$ cat config.mk
export PLATFORM = sky130hd
export DESIGN_NAME = rgb_cmd_sender
export DESIGN_NICKNAME = d
export VERILOG_FILES = /design/src/rtl/rgb_cmd_sender.sv
export SDC_FILE = /design/constraint.sdc
export NUM_CORES = 1
export LEC_CHECK = 0
export BUFFER_PORTS_ARGS = -buffer_cell sky130_fd_sc_hd__buf_2
export CORE_UTILIZATION = 55
export CTS_BUF_LIST = sky130_fd_sc_hd__clkbuf_8
export DETAILED_ROUTE_END_ITERATION = 10
export PLACE_DENSITY = 0.81
export REMOVE_ABC_BUFFERS = 1
export SLEW_MARGIN = 10
export SYNTH_ARGS = -nofsm -noshare
export SYNTH_HDL_FRONTEND = slang
export SYNTH_SLANG_ARGS = --single-unit
$ cat constraint.sdc
create_clock -name clk_i -period 2 [get_ports clk_i]
set_input_delay 0.4 -clock clk_i [delete_from_list [all_inputs] [get_ports clk_i]]
set_output_delay 0.4 -clock clk_i [all_outputs]
set_load 0.01 [all_outputs]
$ cat src/rtl/rgb_cmd_sender.sv
// rgb_cmd_sender: drives a remote RGB LED pattern by emitting the minimal
// set of 'R'/'G'/'B' toggle bytes, tracking the far-end state locally.
module rgb_cmd_sender #(
    parameter int GAP = 4
) (
    input  logic       clk_i,
    input  logic       rst_ni,
    input  logic [2:0] target_i,
    input  logic       apply_i,
    input  logic       resync_i,
    input  logic       tx_ready_i,
    output logic [7:0] cmd_o,
    output logic       new_cmd_o,
    output logic       busy_o,
    output logic       done_o,
    output logic [2:0] tracked_o
);

    localparam int CW = (GAP > 1) ? $clog2(GAP) : 1;

    typedef enum logic [2:0] {
        S_IDLE,
        S_CHECK,
        S_WAIT_RDY,
        S_SEND,
        S_GAPWAIT
    } state_t;

    state_t        state_q;
    logic [2:0]    goal_q;
    logic [2:0]    tracked_q;
    logic [2:0]    sel_q;
    logic [CW-1:0] cnt_q;
    logic [7:0]    cmd_q;
    logic          new_cmd_q;
    logic          busy_q;
    logic          done_q;

    logic [2:0]    diff_d;
    logic [2:0]    pick_d;
    logic [2:0]    tracked_d;
    logic [7:0]    cmd_d;

    assign diff_d    = goal_q ^ tracked_q;
    assign tracked_d = tracked_q ^ sel_q;

    always_comb begin
        pick_d = 3'b000;
        if (diff_d[2]) begin
            pick_d = 3'b100;
        end else if (diff_d[1]) begin
            pick_d = 3'b010;
        end else if (diff_d[0]) begin
            pick_d = 3'b001;
        end
    end

    always_comb begin
        cmd_d = 8'd66;
        if (sel_q[2]) begin
            cmd_d = 8'd82;
        end else if (sel_q[1]) begin
            cmd_d = 8'd71;
        end
    end

    // done_q is precomputed on every entry to CHECK so it is visible
    // during the CHECK cycle that finds nothing left to toggle.
    always_ff @(posedge clk_i) begin
        if (!rst_ni) begin
            state_q   <= S_IDLE;
            goal_q    <= 3'b111;
            tracked_q <= 3'b111;
            sel_q     <= 3'b000;
            cnt_q     <= '0;
            cmd_q     <= 8'h00;
            new_cmd_q <= 1'b0;
            busy_q    <= 1'b0;
            done_q    <= 1'b0;
        end else begin
            new_cmd_q <= 1'b0;
            done_q    <= 1'b0;
            unique case (state_q)
                S_IDLE: begin
                    if (apply_i) begin
                        goal_q  <= target_i;
                        busy_q  <= 1'b1;
                        done_q  <= (target_i == tracked_q);
                        state_q <= S_CHECK;
                    end else if (resync_i) begin
                        tracked_q <= 3'b111;
                    end
                end
                S_CHECK: begin
                    if (diff_d == 3'b000) begin
                        busy_q  <= 1'b0;
                        state_q <= S_IDLE;
                    end else begin
                        sel_q   <= pick_d;
                        state_q <= S_WAIT_RDY;
                    end
                end
                S_WAIT_RDY: begin
                    if (tx_ready_i) begin
                        new_cmd_q <= 1'b1;
                        cmd_q     <= cmd_d;
                        state_q   <= S_SEND;
                    end
                end
                S_SEND: begin
                    tracked_q <= tracked_d;
                    if (GAP == 0) begin
                        done_q  <= (goal_q == tracked_d);
                        state_q <= S_CHECK;
                    end else begin
                        cnt_q   <= CW'(GAP - 1);
                        state_q <= S_GAPWAIT;
                    end
                end
                S_GAPWAIT: begin
                    if (cnt_q == '0) begin
                        done_q  <= (goal_q == tracked_q);
                        state_q <= S_CHECK;
                    end else begin
                        cnt_q <= cnt_q - CW'(1);
                    end
                end
                default: state_q <= S_IDLE;
            endcase
        end
    end

    assign cmd_o     = cmd_q;
    assign new_cmd_o = new_cmd_q;
    assign busy_o    = busy_q;
    assign done_o    = done_q;
    assign tracked_o = tracked_q;

endmodule

Yosys cells after proc, flatten, opt, wreduce, memory -nomap -nowiden
Cells that the tools add are included.

storage, ports and cells
  bits in read-only memories = 0
  memories kept = 0
  bits in writable memories = 0
  bits in latches = 0
  flip-flop bits (word level) = 25

operators by class
  $mul = 0
  bitwise gates (word level) = 3
  reductions and logical operators = 14
  add/sub/neg operators = 1
  eq/ne operators = 13
  multiplexer cells = 22
  shift operators = 0
  divide/modulo/power cells = 0
  magnitude comparators = 0

operators with widths
  kind                   number
  $mux W3                7
  $pmux W3 S5            1
  $ne A2 B2 Y1 const B   7
  $reduce_and A2 Y1      5
  $reduce_and A3 Y1      3
  $eq A3 B2 Y1 const B   2
  $eq A3 B3 Y1           2
  $logic_not A3 Y1       2
  $mux W1                6
  $mux W2                3
  $pmux W3 S2            1
  $reduce_bool A2 Y1     3
  $xor A3 B3 Y3          2
  $mux W5                1
  $pmux W1 S2            2
  $pmux W2 S2            1
  $eq A3 B1 Y1 const B   1
  $eq A3 B3 Y1 const B   1
  $logic_not A2 Y1       1
  $sub A2 B1 Y2 const B  1
  $not A1 Y1             1

Longest topological paths before layout
  depth in word-level cells = 4
  gate-level depth with buffers = 5
  depth with buffers taken out = 5

Worst setup path before layout
Ideal clock, no wire load.

  path type = register to register
  start = register state_q[0]
  end = register sel_q[1]
  setup time = 122 ps
  arrival time = 1356 ps
  clock period less this slack = 1478 ps
  slack = 522 ps
  cell stages (with the launch flop) = 5
  path through = dfxtp_1 -> or3b_1 -> buf_2 -> and3_4 -> a311o_1

between the ends
  longest elaborated chain between the ends = 2

ends and longest elaborated chain
  element                      line  text
  start: declaration           29    state_t state_q;
  start signal: assignment     71    state_q <= S_IDLE;
  start signal: assignment     89    state_q <= S_CHECK;
  start signal: assignment     97    state_q <= S_IDLE;
  $eq A3 B1 Y1                 83    unique case (state_q)
  $reduce_and A2 Y1 (no line)  --
  end signal: assignment       99    sel_q <= pick_d;
  end: declaration             32    logic [2:0] sel_q;

Every way passes these cells.
A chain may end at the register's enable or synchronous reset.

Worst setup path in the final report
Same ends and word-level chain as after synthesis.

==> run summary <==
Global Route Usage Sum = 20.6%
Vias per cell = 5.47
Clock Tree Buf Depth = 2
Slew @ Worst Pin = 0.532 ns
Post-synth EDFFs = 0
Fin crit share = 81.3%
H-tree levels = 1
Syn Area/Cell = 9.41 um2
Largest net degree at the start of global routing = 16
Cell accounting for the most synthesized area = dfxtp_1
Clock tree sinks = 20
Worst setup EP type = register
Routed length per placed instance = 12.8 um
Initial core utilization = 58.4%
I/O pins = 22
Area occupied by multi-input gates = 527 um2
Hold_buf cts = 0
Vias = 810
Distinct cells, synth = 40
Fmax achieved = 0.615 GHz
I/O Buffers = 18
Worst min path class = in2reg
Mapped Cells = 106
Max FO, Critical Path = 9
CP Launch Type = register
CTS tree = built
Max VDD drop = 0.693 mV
Leak Pwr = 0.475 nW
Root buffer cell = clkbuf_8
Total grt overflow = 0
Hold Fails Final Rpt = 0
Clock Latency Late Sink = 0.26 ns
Max cap viols = 0
Yosys Warn Count = 0
FFs w/ async S/R, synth = 0%
Synthesis-to-layout area growth = 16.8%
Antenna Cells = 0
Core area = 1710 um2
Clock skew = 0.00926 ns
Storage element area = 400 um2
Post-Syn Area = 997 um2
# nets final = 133
Most frequent cells in the layout = dfxtp_1, buf_2, xnor2_1, nand2_1
Commonest non-fill, non-tap cell in the layout = dfxtp_1
Pwr Density = 816 nW/um2
Status = finished, final reports clean
DIE HEIGHT = 44.6 um
Setup bufs post-CTS = 0
Hold WS = 0.378 ns
Area contributors post-synth = dfxtp_1, xnor2_1, mux2i_1, buf_4, and4b_1
Critical Path RT = 2.16 ns
Fin. max-slew vios = 0
Final antenna-violating net count = 0
TNS Setup = 0 ns
RSZ-0062 raised after global routing = no
Detail Placement HPWL = 1.30 mm
Share of the synthesized area in the top cell type = 40.2%
Initial antenna violation count = 0
CTS Buf Count = 3
Filler cells = 127
Share of layout cells above drive strength 1 = 25.2%
Main synth FF type = dfxtp_1
Iteration-0 DRC Markers = 27
Yosys reg bits = 20
Slew margin rel. = 64.0%
Global-route wire length before repair = 3.02 mm
WL final = 1.89 mm
Sequential element share of the synthesized area = 40.2%
Pre-Repair DR Iteration Count = 4
Final setup vio count = 0
Minimum clock period after layout = 1.63 ns
Arr. time, crit path = 1.79 ns
RePlAce Congestion = 0.809
Hold depth = 3
Clock-pin slew on the worst setup and hold paths = 0.08 ns
Number of global-route vias before repair = 676
Worst-case reg-to-reg path depth = 3
Post-cts sizing count = 0
Row cnt = 15
DIE AREA = 1990 um2
DRC Markers = 0
Die Wd = 44.6 um
Crit Path Class = reg2reg
worst paths after layout:
kind / end / startpoint / slack (ns)
worst max-delay path: sel_q[1] / state_q[0] / 0.37
worst min-delay path: goal_q[2] / target_i[2] / 0.38
worst max register to register: sel_q[1] / state_q[0] / 0.37
worst min register to register: cmd_o[2] / cmd_o[2] / 0.48
power by group:
part           internal (W)  total [W]  switching [W]
Clock              0.000267   0.000408       0.000140
Combinational     0.0000521   0.000109      0.0000569
Sequential         0.000415   0.000433      0.0000188
registers in the layout (all words and copies together) (netlist names):
name and flops:
state_q 3, goal_q 3, cnt_q 2, sel_q 3
cmd_o 3, new_cmd_o 1, tracked_o 3, busy_o 1
done_o 1
Yosys cell counts (2+ instances only):
library cell / n
a2111oi_0: 2
a21oi_1: 5
and2_1: 2
and2b_1: 2
and4b_1: 3
buf_2: 2
buf_4: 5
clkbuf_1: 4
dfxtp_1: 20
inv_1: 4
mux2i_1: 4
nand2_1: 6
nand2b_1: 2
nand3_1: 3
nand4_1: 2
nor2_1: 5
nor3b_1: 2
nor4b_1: 2
o21ai_0: 3
o31a_1: 3
xnor2_1: 6
worst max-delay path, stage by stage, from the launching register on:
cell and delay, ns:
dfxtp_1 0.52, or3b_1 0.49, and3_4 0.22, a311o_1 0.30
kinds of logic (layout without fill, tap and decap cells):
family	Yosys count	in the layout	synth area share [%]
and+or+nand+nor	39	39	27.0
AOI/OAI and AO/OA	20	20	14.2
DFF	20	20	40.2
buffers and inverters	15	30	7.78
xor gates and xnor gates	6	6	5.27
muxes	4	4	4.02
adders and majority gates	1	1	1.25
other	1	3	0.376
layer usage:
| layer | wire, um | global-route usage (%) | vias to the layer above |
|---|---|---|---|
| met2 | 846 | 32.6 | 33 |
| li1 | - | - | 410 |
| met1 | 924 | 27.9 | 363 |
| met4 | 25 | 9.09 | 0 |
| met3 | 96 | 2.45 | 4 |
| met5 | 0 | 0 | - |
stage by stage:
| stage | power, W | instance area [um2] | std cells | worst slack [ns] | utilization, % |
|---|---|---|---|---|---|
| detailed placement | 0.000549 | 1090 | 144 | 0.402 | 64.0 |
| finish | 0.000950 | 1160 | 148 | 0.374 | 68.2 |
| CTS | 0.000951 | 1160 | 148 | 0.393 | 68.2 |
| global placement | 0.000547 | 1090 | 144 | 0.460 | 64.0 |
| global route | 0.000979 | 1160 | 148 | 0.329 | 68.2 |
| floorplan | 0.000508 | 942 | 97 | 0.433 | - |
cell type report:
class	instances	area share, %
clock inverter	1	2.58
inverter	4	1.29
sequential	20	34.4
timing repair buffer	22	10.3
multi-input combinational	73	45.2
tap	25	2.69
clock buffer	3	3.54
Power figures use the tool's default switching activity.
